### src/rtl/y86_pkg.sv
`default_nettype none
// y86_pkg: icode, status-code and register constants shared by the pipeline control blocks.
// Rev 1.0
package y86_pkg;

  localparam logic [3:0] I_RMMOV = 4'h4;
  localparam logic [3:0] I_MRMOV = 4'h5;
  localparam logic [3:0] I_OP    = 4'h6;
  localparam logic [3:0] I_JXX   = 4'h7;
  localparam logic [3:0] I_CALL  = 4'h8;
  localparam logic [3:0] I_RET   = 4'h9;
  localparam logic [3:0] I_PUSH  = 4'hA;
  localparam logic [3:0] I_POP   = 4'hB;

  localparam logic [2:0] S_AOK = 3'd1;
  localparam logic [2:0] S_HLT = 3'd2;
  localparam logic [2:0] S_ADR = 3'd3;
  localparam logic [2:0] S_INS = 3'd4;

  localparam logic [3:0] RNONE = 4'hF;

  typedef enum logic [1:0] {
    ST_IDLE = 2'd0,
    ST_WAIT = 2'd1,
    ST_HALT = 2'd2
  } wait_state_e;

  function automatic logic is_mem_icode(input logic [3:0] icode);
    return icode inside {I_RMMOV, I_MRMOV, I_CALL, I_RET, I_PUSH, I_POP};
  endfunction

endpackage
`default_nettype wire

### src/rtl/pipe_hazard_ctrl_if.sv
`default_nettype none
// pipe_hazard_ctrl_if: pipeline state seen by the hazard controller and the controls it returns.
// Rev 1.0
interface pipe_hazard_ctrl_if #(
  parameter int CNT_W = 16
);
  logic [3:0]       D_icode, E_icode, M_icode;
  logic [3:0]       E_dstM, d_srcA, d_srcB;
  logic             e_Cnd;
  logic [2:0]       m_stat, W_stat;
  logic             clr_cnt;
  logic             F_stall, D_stall, E_stall, M_stall, W_stall;
  logic             D_bubble, E_bubble, M_bubble, W_bubble;
  logic             set_cc_en, halted;
  logic [CNT_W-1:0] stall_cnt, bubble_cnt;

  modport master (
    output D_icode, E_icode, M_icode, E_dstM, d_srcA, d_srcB, e_Cnd, m_stat, W_stat, clr_cnt,
    input  F_stall, D_stall, E_stall, M_stall, W_stall,
    input  D_bubble, E_bubble, M_bubble, W_bubble, set_cc_en, halted, stall_cnt, bubble_cnt
  );

  modport slave (
    input  D_icode, E_icode, M_icode, E_dstM, d_srcA, d_srcB, e_Cnd, m_stat, W_stat, clr_cnt,
    output F_stall, D_stall, E_stall, M_stall, W_stall,
    output D_bubble, E_bubble, M_bubble, W_bubble, set_cc_en, halted, stall_cnt, bubble_cnt
  );
endinterface
`default_nettype wire

### src/rtl/pipe_mem_wait_fsm.sv
`default_nettype none
// pipe_mem_wait_fsm: holds the pipe while a multi-cycle data access completes; latches halt on W exceptions.
// Rev 1.0
module pipe_mem_wait_fsm #(
  parameter int MEM_LAT = 1
) (
  input  logic clk,
  input  logic rst_n,
  input  logic memop,
  input  logic w_exc,
  output logic mem_hold,
  output logic halted
);
  import y86_pkg::*;

  localparam int WCNT_W = (MEM_LAT > 1) ? $clog2(MEM_LAT) : 1;
  localparam logic [WCNT_W-1:0] WCNT_INIT = (MEM_LAT > 1) ? WCNT_W'(MEM_LAT - 2) : '0;

  wait_state_e       state, state_nxt;
  logic [WCNT_W-1:0] wcnt, wcnt_nxt;

  always_ff @(posedge clk or negedge rst_n) begin
    if (!rst_n) begin
      state <= ST_IDLE;
      wcnt  <= '0;
    end else begin
      state <= state_nxt;
      wcnt  <= wcnt_nxt;
    end
  end

  // The entry cycle already counts as the first hold cycle, hence the -2 preload.
  always_comb begin
    state_nxt = state;
    wcnt_nxt  = wcnt;
    mem_hold  = 1'b0;
    case (state)
      ST_IDLE: begin
        if (w_exc) begin
          state_nxt = ST_HALT;
        end else if (memop && (MEM_LAT > 1)) begin
          mem_hold  = 1'b1;
          state_nxt = ST_WAIT;
          wcnt_nxt  = WCNT_INIT;
        end
      end
      ST_WAIT: begin
        mem_hold = (wcnt != '0);
        if (w_exc)             state_nxt = ST_HALT;
        else if (wcnt == '0)   state_nxt = ST_IDLE;
        else                   wcnt_nxt  = wcnt - WCNT_W'(1);
      end
      ST_HALT: state_nxt = ST_HALT;
      default: state_nxt = ST_IDLE;
    endcase
  end

  assign halted = (state == ST_HALT);

endmodule
`default_nettype wire

### src/rtl/pipe_hazard_ctrl.sv
`default_nettype none
// pipe_hazard_ctrl: five-stage stall/bubble/CC-enable control with memory wait, halt and perf counters.
// Rev 1.0
module pipe_hazard_ctrl #(
  parameter int         MEM_LAT = 1,
  parameter int         CNT_W   = 16,
  parameter logic [3:0] RNONE   = y86_pkg::RNONE
) (
  input  logic             clk,
  input  logic             rst_n,
  pipe_hazard_ctrl_if.slave bus
);
  import y86_pkg::*;

  logic load_use, mispred, ret_any, m_exc, w_exc, memop;
  logic mem_hold, halted;
  logic f_stall, d_stall, e_stall, m_stall, w_stall;
  logic d_bubble, e_bubble, m_bubble, w_bubble, set_cc;
  logic [CNT_W-1:0] stall_cnt, bubble_cnt;

  assign load_use = (bus.E_icode == I_MRMOV || bus.E_icode == I_POP) && (bus.E_dstM != RNONE) &&
                    (bus.E_dstM == bus.d_srcA || bus.E_dstM == bus.d_srcB);
  assign mispred  = (bus.E_icode == I_JXX) && !bus.e_Cnd;
  assign ret_any  = (bus.D_icode == I_RET) || (bus.E_icode == I_RET) || (bus.M_icode == I_RET);
  assign m_exc    = bus.m_stat inside {S_HLT, S_ADR, S_INS};
  assign w_exc    = (bus.W_stat != S_AOK);
  assign memop    = is_mem_icode(bus.M_icode) && (bus.m_stat == S_AOK);

  pipe_mem_wait_fsm #(
    .MEM_LAT (MEM_LAT)
  ) u_wait (
    .clk      (clk),
    .rst_n    (rst_n),
    .memop    (memop),
    .w_exc    (w_exc),
    .mem_hold (mem_hold),
    .halted   (halted)
  );

  always_comb begin
    f_stall  = 1'b0;
    d_stall  = 1'b0;
    e_stall  = 1'b0;
    m_stall  = 1'b0;
    w_stall  = 1'b0;
    d_bubble = 1'b0;
    e_bubble = 1'b0;
    m_bubble = 1'b0;
    w_bubble = 1'b0;
    set_cc   = 1'b0;
    if (halted) begin
      {f_stall, d_stall, e_stall, m_stall, w_stall} = '1;
    end else if (mem_hold) begin
      {f_stall, d_stall, e_stall, m_stall} = '1;
      w_bubble = 1'b1;
    end else begin
      f_stall  = load_use | ret_any;
      d_stall  = load_use;
      d_bubble = mispred | (ret_any & ~load_use);
      e_bubble = mispred | load_use;
      m_bubble = m_exc | w_exc;
      w_stall  = w_exc;
      // A faulting instruction ahead must not let E commit its flags.
      set_cc   = (bus.E_icode == I_OP) && !m_exc && !w_exc;
    end
  end

  always_ff @(posedge clk or negedge rst_n) begin
    if (!rst_n) begin
      stall_cnt  <= '0;
      bubble_cnt <= '0;
    end else if (bus.clr_cnt) begin
      stall_cnt  <= '0;
      bubble_cnt <= '0;
    end else begin
      if (f_stall && !(&stall_cnt))
        stall_cnt <= stall_cnt + CNT_W'(1);
      if ((d_bubble || e_bubble) && !(&bubble_cnt))
        bubble_cnt <= bubble_cnt + CNT_W'(1);
    end
  end

  assign bus.F_stall    = f_stall;
  assign bus.D_stall    = d_stall;
  assign bus.E_stall    = e_stall;
  assign bus.M_stall    = m_stall;
  assign bus.W_stall    = w_stall;
  assign bus.D_bubble   = d_bubble;
  assign bus.E_bubble   = e_bubble;
  assign bus.M_bubble   = m_bubble;
  assign bus.W_bubble   = w_bubble;
  assign bus.set_cc_en  = set_cc;
  assign bus.halted     = halted;
  assign bus.stall_cnt  = stall_cnt;
  assign bus.bubble_cnt = bubble_cnt;

endmodule
`default_nettype wire

### src/flat_wrapper.sv
// flat-port wrapper written by rule: the top's interface ports become plain ports
module pipe_hazard_ctrl_flat import y86_pkg::*;
#(
  parameter int         MEM_LAT = 1,
  parameter int         CNT_W   = 16,
  parameter logic [3:0] RNONE   = y86_pkg::RNONE
)
  (clk, rst_n, bus_D_icode, bus_E_icode, bus_M_icode, bus_E_dstM, bus_d_srcA, bus_d_srcB, bus_e_Cnd, bus_m_stat, bus_W_stat, bus_clr_cnt, bus_F_stall, bus_D_stall, bus_E_stall, bus_M_stall, bus_W_stall, bus_D_bubble, bus_E_bubble, bus_M_bubble, bus_W_bubble, bus_set_cc_en, bus_halted, bus_stall_cnt, bus_bubble_cnt);
  pipe_hazard_ctrl_if #(.CNT_W(CNT_W)) bus_i ();
  input  logic clk;
  input  logic rst_n;
  input wire logic [$bits(bus_i.D_icode)-1:0] bus_D_icode;
  input wire logic [$bits(bus_i.E_icode)-1:0] bus_E_icode;
  input wire logic [$bits(bus_i.M_icode)-1:0] bus_M_icode;
  input wire logic [$bits(bus_i.E_dstM)-1:0] bus_E_dstM;
  input wire logic [$bits(bus_i.d_srcA)-1:0] bus_d_srcA;
  input wire logic [$bits(bus_i.d_srcB)-1:0] bus_d_srcB;
  input wire logic [$bits(bus_i.e_Cnd)-1:0] bus_e_Cnd;
  input wire logic [$bits(bus_i.m_stat)-1:0] bus_m_stat;
  input wire logic [$bits(bus_i.W_stat)-1:0] bus_W_stat;
  input wire logic [$bits(bus_i.clr_cnt)-1:0] bus_clr_cnt;
  output wire logic [$bits(bus_i.F_stall)-1:0] bus_F_stall;
  output wire logic [$bits(bus_i.D_stall)-1:0] bus_D_stall;
  output wire logic [$bits(bus_i.E_stall)-1:0] bus_E_stall;
  output wire logic [$bits(bus_i.M_stall)-1:0] bus_M_stall;
  output wire logic [$bits(bus_i.W_stall)-1:0] bus_W_stall;
  output wire logic [$bits(bus_i.D_bubble)-1:0] bus_D_bubble;
  output wire logic [$bits(bus_i.E_bubble)-1:0] bus_E_bubble;
  output wire logic [$bits(bus_i.M_bubble)-1:0] bus_M_bubble;
  output wire logic [$bits(bus_i.W_bubble)-1:0] bus_W_bubble;
  output wire logic [$bits(bus_i.set_cc_en)-1:0] bus_set_cc_en;
  output wire logic [$bits(bus_i.halted)-1:0] bus_halted;
  output wire logic [$bits(bus_i.stall_cnt)-1:0] bus_stall_cnt;
  output wire logic [$bits(bus_i.bubble_cnt)-1:0] bus_bubble_cnt;
  assign bus_i.D_icode = bus_D_icode;
  assign bus_i.E_icode = bus_E_icode;
  assign bus_i.M_icode = bus_M_icode;
  assign bus_i.E_dstM = bus_E_dstM;
  assign bus_i.d_srcA = bus_d_srcA;
  assign bus_i.d_srcB = bus_d_srcB;
  assign bus_i.e_Cnd = bus_e_Cnd;
  assign bus_i.m_stat = bus_m_stat;
  assign bus_i.W_stat = bus_W_stat;
  assign bus_i.clr_cnt = bus_clr_cnt;
  assign bus_F_stall = bus_i.F_stall;
  assign bus_D_stall = bus_i.D_stall;
  assign bus_E_stall = bus_i.E_stall;
  assign bus_M_stall = bus_i.M_stall;
  assign bus_W_stall = bus_i.W_stall;
  assign bus_D_bubble = bus_i.D_bubble;
  assign bus_E_bubble = bus_i.E_bubble;
  assign bus_M_bubble = bus_i.M_bubble;
  assign bus_W_bubble = bus_i.W_bubble;
  assign bus_set_cc_en = bus_i.set_cc_en;
  assign bus_halted = bus_i.halted;
  assign bus_stall_cnt = bus_i.stall_cnt;
  assign bus_bubble_cnt = bus_i.bubble_cnt;
  pipe_hazard_ctrl #(.MEM_LAT(MEM_LAT), .CNT_W(CNT_W), .RNONE(RNONE)) u_core (.clk(clk), .rst_n(rst_n), .bus(bus_i));
endmodule
### config.mk
export PLATFORM = sky130hd
export DESIGN_NAME = pipe_hazard_ctrl_flat
export DESIGN_NICKNAME = d
export VERILOG_FILES = /design/src/rtl/y86_pkg.sv /design/src/rtl/pipe_hazard_ctrl_if.sv /design/src/rtl/pipe_mem_wait_fsm.sv /design/src/rtl/pipe_hazard_ctrl.sv /design/src/flat_wrapper.sv
export SDC_FILE = /design/constraint.sdc
export NUM_CORES = 1
export LEC_CHECK = 0
export CORE_ASPECT_RATIO = 1.25
export CORE_UTILIZATION = 48
export DETAILED_ROUTE_END_ITERATION = 10
export PLACE_DENSITY = 0.93
export REMOVE_ABC_BUFFERS = 1
export SLEW_MARGIN = 30
export SYNTH_ARGS = -nofsm -noshare
export SYNTH_HDL_FRONTEND = slang
export SYNTH_SLANG_ARGS = --single-unit
### constraint.sdc
create_clock -name clk -period 3.18 [get_ports clk]
set_clock_uncertainty 0.05 [all_clocks]
set_input_delay 0.636 -clock clk [delete_from_list [all_inputs] [get_ports clk]]
set_output_delay 0.636 -clock clk [all_outputs]
set_load 0.05 [all_outputs]
==> impl_metrics.yaml, run 1 <==
status:
  run_status: "completed"
drt:
  dr_iter_0_viols: 122
  avgViaCountPerCell: 5.61
  routed_wire_length_per_instance_um: 15.0
  drc: 0
  antenna_left: 0
  wirelength_mm: 5.50
  drt_pre_antenna_iters: 4
  route.vias.total: 2064
run:
  cap_viol_max_count: 0
floorplan:
  floorplan.die.height_um: 76.1
  full_die_area_um2: 4660
  design.portCount: 77
  placementRows: 26
  die_width_um: 61.3
  core_area_um2: 4160
  initial_utilization_pct: 50.6
worst_setup_path:
  start_kind: "primary input"
  timing.setup.critical_path_class: "in2out"
  cp.required_ns: 2.49
  critical_path_arrival_ns: 2.26
  worst_setup_path_end_kind: "output pin"
  critical_path_peak_fanout: 4
synth:
  yosysWarningCount: 0
  postSynthCellCount: 233
  synth_top_flop_cell: "sky130_fd_sc_hd__dfrtp_1"
  synth_cell_types: 49
  post-synth-top-area-fraction_pct: 39.2
  number_of_enable_flip_flop_cells_after_synthesis: 0
  asyncSetResetFlopFracSynth_pct: 100
  ys_top_cells_by_area: "sky130_fd_sc_hd__dfrtp_1 (39%), sky130_fd_sc_hd__a21oi_1 (5.0%), sky130_fd_sc_hd__nor2_1 (4.5%)"
  synth_most_common_cell: "sky130_fd_sc_hd__dfrtp_1"
  synth_common_cells: "sky130_fd_sc_hd__dfrtp_1 (33), sky130_fd_sc_hd__nor2_1 (25), sky130_fd_sc_hd__a21oi_1 (21), sky130_fd_sc_hd__o21ai_1 (12)"
  yosysTopAreaCell: "sky130_fd_sc_hd__dfrtp_1"
  number_of_flip_flops_and_latches_in_the_synthesized_netlist: 33
  synth.yosys.seq_area_share_pct: 39.2
  synth_area_um2: 2110
  post_synth.cell_area_avg_um2: 9.05
cts:
  cts.repair_timing.setup_buffer_count: 0
  maximum_buffer_depth_of_the_clock_tree: 2
  cts.repair.resized: 0
  number_of_buffers_created_by_cts: 5
  insertion_delay_ns: 0.29
  cts-htree-levels: 2
  tritoncts: "done"
  clkTransAtPathRegs_ns: 0.07
  clock_tree.root_cell: "sky130_fd_sc_hd__clkbuf_8"
  cts_hold_repair.buffers: 0
  cts.sinks: 33
sta:
  fin_setup_tns_ns: 0
  fmaxAchievable_mhz: 339
  post-route-min-period_ns: 2.95
  final_critical_path_setup_slack_ns: 0.231
  slew-limit-headroom_pct: 61.7
  post-route-period-util_pct: 92.7
  hold_violations: 0
  grt_setup_unrepaired: "no"
  worst_pin_slew_ns: 0.570
  finalMaxSlewViolations: 0
  finalSetupViolations: 0
placed_design:
  detailedPlace.worstSlack_ns: 0.234
  dpl_cell_area_um2: 2970
  io_buffer_count: 75
  detailedPlacementHpwl_mm: 4.07
  gp_congestion: 0.807
global_routing:
  grt_start_max_net_pins: 39
  first_pass_grt_wire_length_mm: 9.18
  gr-total-overflow: 0
  grt_pass1_vias: 1982
  grt_antenna_before_repair: 0
  groute.usage.overall_pct: 26.0
layout:
  antennaDiodeCount: 0
  final_layout_size_suffix_gt1_share_pct: 9.29
  design.final.nets: 347
  final_cell_area_um2: 3090
  area.growth.synth_to_final_pct: 46.6
  final_core_util_pct: 74.2
power:
  power.leakage_nw: 1.19
  vdd_drop_max_mv: 0.296
  post_layout_total_power_mw: 0.960
  power.density_cell_area_nw_per_um2: 311
hold_path:
  timing.hold.worst.class: "reg2reg"
-- worst max-delay path, cell delays in order --
cell,delay (ns)
sky130_fd_sc_hd__clkdlybuf4s50_1,0.48
sky130_fd_sc_hd__xor2_1,0.20
sky130_fd_sc_hd__nor4_2,0.37
sky130_fd_sc_hd__o21ai_2,0.14
sky130_fd_sc_hd__nand2b_1,0.15
sky130_fd_sc_hd__o21ai_1,0.11
sky130_fd_sc_hd__buf_12,0.17
-- path summary, 6_finish.rpt --
check | from | to | slack [ns] | cells past startpoint
max in group asynchronous | rst_n | u_core.bus.bubble_cnt[5] | 2.06 | 2
min in group asynchronous | rst_n | u_core.bus.stall_cnt[15] | 0.71 | 2
setup reg to reg | u_core.bus.bubble_cnt[0] | u_core.bus.bubble_cnt[6] | 0.99 | 8
hold / removal | u_core.bus.stall_cnt[10] | u_core.bus.stall_cnt[10] | 0.53 | 2
setup / recovery | bus_E_dstM[1] | bus_D_bubble | 0.23 | 7
hold reg to reg | u_core.bus.stall_cnt[10] | u_core.bus.stall_cnt[10] | 0.53 | 2
-- layer usage --
layer | global-route usage, % | wire length [um] | vias to the layer above
li1 | - | - | 1015
met4 | 9.32 | 109 | 0
met1 | 30.3 | 2070 | 972
met3 | 7.13 | 281 | 11
met2 | 44.0 | 3040 | 66
met5 | 0 | 0 | -
-- cells by family (layout without fill, tap and decap cells) --
logic type	after synthesis	in the layout	synth area share [%]
buffers and inverters	15	94	3.74
XOR/XNOR	15	15	6.23
other	1	1	0.178
AND/OR/NAND/NOR	104	104	29.3
AO/OA/AOI/OAI	59	59	18.2
flip-flops	33	33	39.2
multiplexers	4	4	2.02
adder cells (fa/ha/maj)	2	2	1.19
-- report_power, final --
group          switching (mW)  internal, mW  leakage, nW
Sequential            0.00436         0.423        0.453
Clock                   0.157         0.255       0.0585
Combinational          0.0588        0.0617        0.682
Total                   0.220         0.740         1.19
-- area by class of cell --
class	count	area, um2
Clock buffer	7	86.3
Clock inverter	1	30.0
Fill cell	337	1070
Inverter	5	18.8
Multi-Input combinational cell	185	1200
Sequential cell	33	826
Tap cell	56	70.1
Timing Repair Buffer	81	856
-- cell usage in the layout (no fill, tap or decap), types with 9 or more instances in the layout --
cell	synthesis	layout
sky130_fd_sc_hd__a21oi_1	21	21
sky130_fd_sc_hd__clkdlybuf4s50_1	0	69
sky130_fd_sc_hd__dfrtp_1	33	33
sky130_fd_sc_hd__nand2_1	11	11
sky130_fd_sc_hd__nand2b_1	9	9
sky130_fd_sc_hd__nand3_1	11	11
sky130_fd_sc_hd__nor2_1	25	25
sky130_fd_sc_hd__o21ai_1	12	12
sky130_fd_sc_hd__or3_1	11	11
sky130_fd_sc_hd__xor2_1	9	9
-- per-stage QoR --
step | cells | hold slack, ns
after CTS | 368 | 0.528
after global placement | 360 | 0.487
after global routing | 368 | 0.548
after floorplan | 223 | 0.290
after detailed placement | 360 | 0.512
final | 368 | 0.527
-- state kept, by name (all words and copies together) (netlist names) --
name and cells:
u_core.u_wait.state 1, u_core.bus.bubble_cnt 16, u_core.bus.stall_cnt 16
Note: power is estimated with default switching activity, not from simulation.
==> run 2, diff against run 1 <==
--- a/config.mk
+++ b/config.mk
@@ -6,11 +6,13 @@
 export NUM_CORES = 1
 export LEC_CHECK = 0
 export CORE_ASPECT_RATIO = 1.25
-export CORE_UTILIZATION = 48
+export CORE_UTILIZATION = 45
 export DETAILED_ROUTE_END_ITERATION = 10
-export PLACE_DENSITY = 0.93
+export PLACE_DENSITY = 0.89
 export REMOVE_ABC_BUFFERS = 1
+export SKIP_CTS_REPAIR_TIMING = 1
 export SLEW_MARGIN = 30
 export SYNTH_ARGS = -nofsm -noshare
 export SYNTH_HDL_FRONTEND = slang
 export SYNTH_SLANG_ARGS = --single-unit
+export TNS_END_PERCENT = 50
==> constraint.sdc (replaced) <==
create_clock -name clk -period 2.9 [get_ports clk]
set_clock_uncertainty 0.05 [all_clocks]
set_input_delay 0.58 -clock clk [delete_from_list [all_inputs] [get_ports clk]]
set_output_delay 0.58 -clock clk [all_outputs]
set_load 0.05 [all_outputs]
==> impl_metrics.yaml, run 2 (synthesis gave the netlist of run 1 again) <==
status:
  run_status: "completed"
worst_setup_path:
  critical_path_peak_fanout: 7
  path_delay_family: "buffers and inverters"
  worst_r2r_startpoint: "u_core.bus.bubble_cnt[0]"
  worst_setup_path_end_kind: "output pin"
  timing.setup.critical_path_class: "in2out"
  timing.critical_path.from: "bus_E_dstM[1]"
  critical_path_arrival_ns: 2.21
  worst-path-buf-inv: 3
  cp.required_ns: 2.27
  start_kind: "primary input"
  ordered_list_of_cells_on_the_worst_path: "clkdlybuf4s50_1, xor2_1, nor4_2, o21ai_2, buf_4, nand2_2, buf_12"
  slowest_delay_ns: 0.49
  crit_slowest_cell: "sky130_fd_sc_hd__clkdlybuf4s50_1"
floorplan:
  core_area_um2: 4460
  initial_utilization_pct: 47.3
  design.portCount: 77
  full_die_area_um2: 4960
  die_width_um: 63.2
  placementRows: 27
  floorplan.die.height_um: 78.5
power:
  power.leakage_nw: 1.23
  clkPwrFrac_pct: 42.9
  power_report.internal_total_mw: 0.811
  switching_part_of_the_total_pct: 23.0
  pwr-share-comb_pct: 12.6
  vdd_drop_max_mv: 0.318
  power.density_cell_area_nw_per_um2: 337
  switching_power_mw: 0.242
  seq_power_share_pct: 44.5
  post_layout_total_power_mw: 1.05
sta:
  post-route-min-period_ns: 2.84
  final_critical_path_setup_slack_ns: 0.0636
  finalMaxSlewViolations: 0
  worst_pin_slew_ns: 0.784
  post-route-period-util_pct: 97.8
  finalSetupViolations: 0
  slew-limit-headroom_pct: 47.6
  hold_violations: 0
  fmaxAchievable_mhz: 353
  grt_setup_unrepaired: "no"
placed_design:
  dp.cells: 366
  detailedPlacementHpwl_mm: 4.16
  io_buffer_count: 75
  gp_congestion: 0.769
  detailedPlace.worstSlack_ns: 0.0296
drt:
  avgViaCountPerCell: 5.66
  dr_iter_0_viols: 110
  wirelength_mm: 5.50
  drt_pre_antenna_iters: 4
  antenna_left: 0
  route.vias.total: 2116
  drc: 0
  routed_wire_length_per_instance_um: 14.7
cts:
  insertion_delay_ns: 0.29
  tritoncts: "done"
  cts.sinks: 33
  clock_tree.root_cell: "sky130_fd_sc_hd__clkbuf_8"
  cts-htree-levels: 2
  number_of_buffers_created_by_cts: 5
  maximum_buffer_depth_of_the_clock_tree: 2
  clkTransAtPathRegs_ns: 0.07
global_routing:
  gr-total-overflow: 0
  grt_start_max_net_pins: 34
  groute.usage.overall_pct: 23.8
  first_pass_grt_wire_length_mm: 9.34
  grt_pass1_vias: 2048
  grt_antenna_before_repair: 0
hold_path:
  timing.hold.worst.class: "reg2reg"
  hold_path.startpoint: "u_core.bus.stall_cnt[10]"
layout:
  largestRegisters: "u_core.bus.bubble_cnt x16, u_core.bus.stall_cnt x16, u_core.u_wait.state x1"
  final_layout_size_suffix_gt1_share_pct: 10.8
  antennaDiodeCount: 0
  final_core_util_pct: 70.1
  final_common_cell: "sky130_fd_sc_hd__clkdlybuf4s50_1"
  area.growth.synth_to_final_pct: 48.2
  layout.filler_cells: 362
  most_frequent_cells_in_the_layout: "sky130_fd_sc_hd__clkdlybuf4s50_1 (66), sky130_fd_sc_hd__dfrtp_1 (33), sky130_fd_sc_hd__nor2_1 (25)"
  final_cell_count_no_fill: 374
  design.final.nets: 351
run:
  cap_viol_max_count: 0
-- run 2: cell count changes in the layout (fill, tap and decap cells not counted), sizes merged --
cell	previous run	this run
clkdlybuf4s50	69	66
dlymetal6s2s	0	2
buf	12	17
-- run 2: area by class of cell --
| type | instances | area (um2) | area share (%) |
|---|---|---|---|
| Clock buffer | 7 | 86.3 | 2.76 |
| Inverter | 5 | 18.8 | 0.600 |
| Timing Repair Buffer | 85 | 888 | 28.4 |
| Clock inverter | 1 | 30.0 | 0.961 |
| Tap cell | 58 | 72.6 | 2.32 |
| Multi-Input combinational cell | 185 | 1200 | 38.5 |
| Sequential cell | 33 | 826 | 26.4 |
-- run 2: layer usage --
layer | up-vias | routed length (um) | part of all wire (%) | global-route usage, %
li1 | 1020 | - | - | -
met1 | 1034 | 2190 | 40 | 26.1
met2 | 54 | 3080 | 56 | 45.2
met3 | 8 | 160 | 2.9 | 4.80
met4 | 0 | 71 | 1.3 | 7.27
met5 | - | 0 | 0 | 0
-- run 2: tightest hold or removal path: cells and delay by family (launching register included) --
family	cells	cell delay, ns
flops	1	0.39
simple gates	1	0.09
compound gates	1	0.05
-- run 2: power groups by stage --
stage	clock network (mW)	registers (mW)	logic [mW]
after floorplan	0	0.488	0.0358
after global placement	0	0.477	0.129
after detailed placement	0	0.478	0.134
final	0.452	0.469	0.132
after global routing	0.478	0.469	0.143
after CTS	0.458	0.469	0.134
-- run 2: final timing paths --
path                                             endpoint  slack (ns)  depth (start not counted)
worst max-delay path                          bus_F_stall        0.06                          7
worst min-delay path             u_core.bus.stall_cnt[10]        0.52                          2
worst max register to register  u_core.bus.bubble_cnt[11]        0.73                          8
worst min register to register   u_core.bus.stall_cnt[10]        0.52                          2
max in group asynchronous       u_core.bus.bubble_cnt[10]        1.84                          2
min in group asynchronous        u_core.bus.stall_cnt[14]        0.66                          2
-- run 2: metrics by stage --
stage	area, um2	setup TNS, ns	hold slack (ns)
floorplan	2050	-0.679	0.234
global placement	3000	0	0.495
detailed placement	3000	0	0.514
CTS	3120	0	0.531
global route	3130	0	0.569
finish	3130	0	0.523
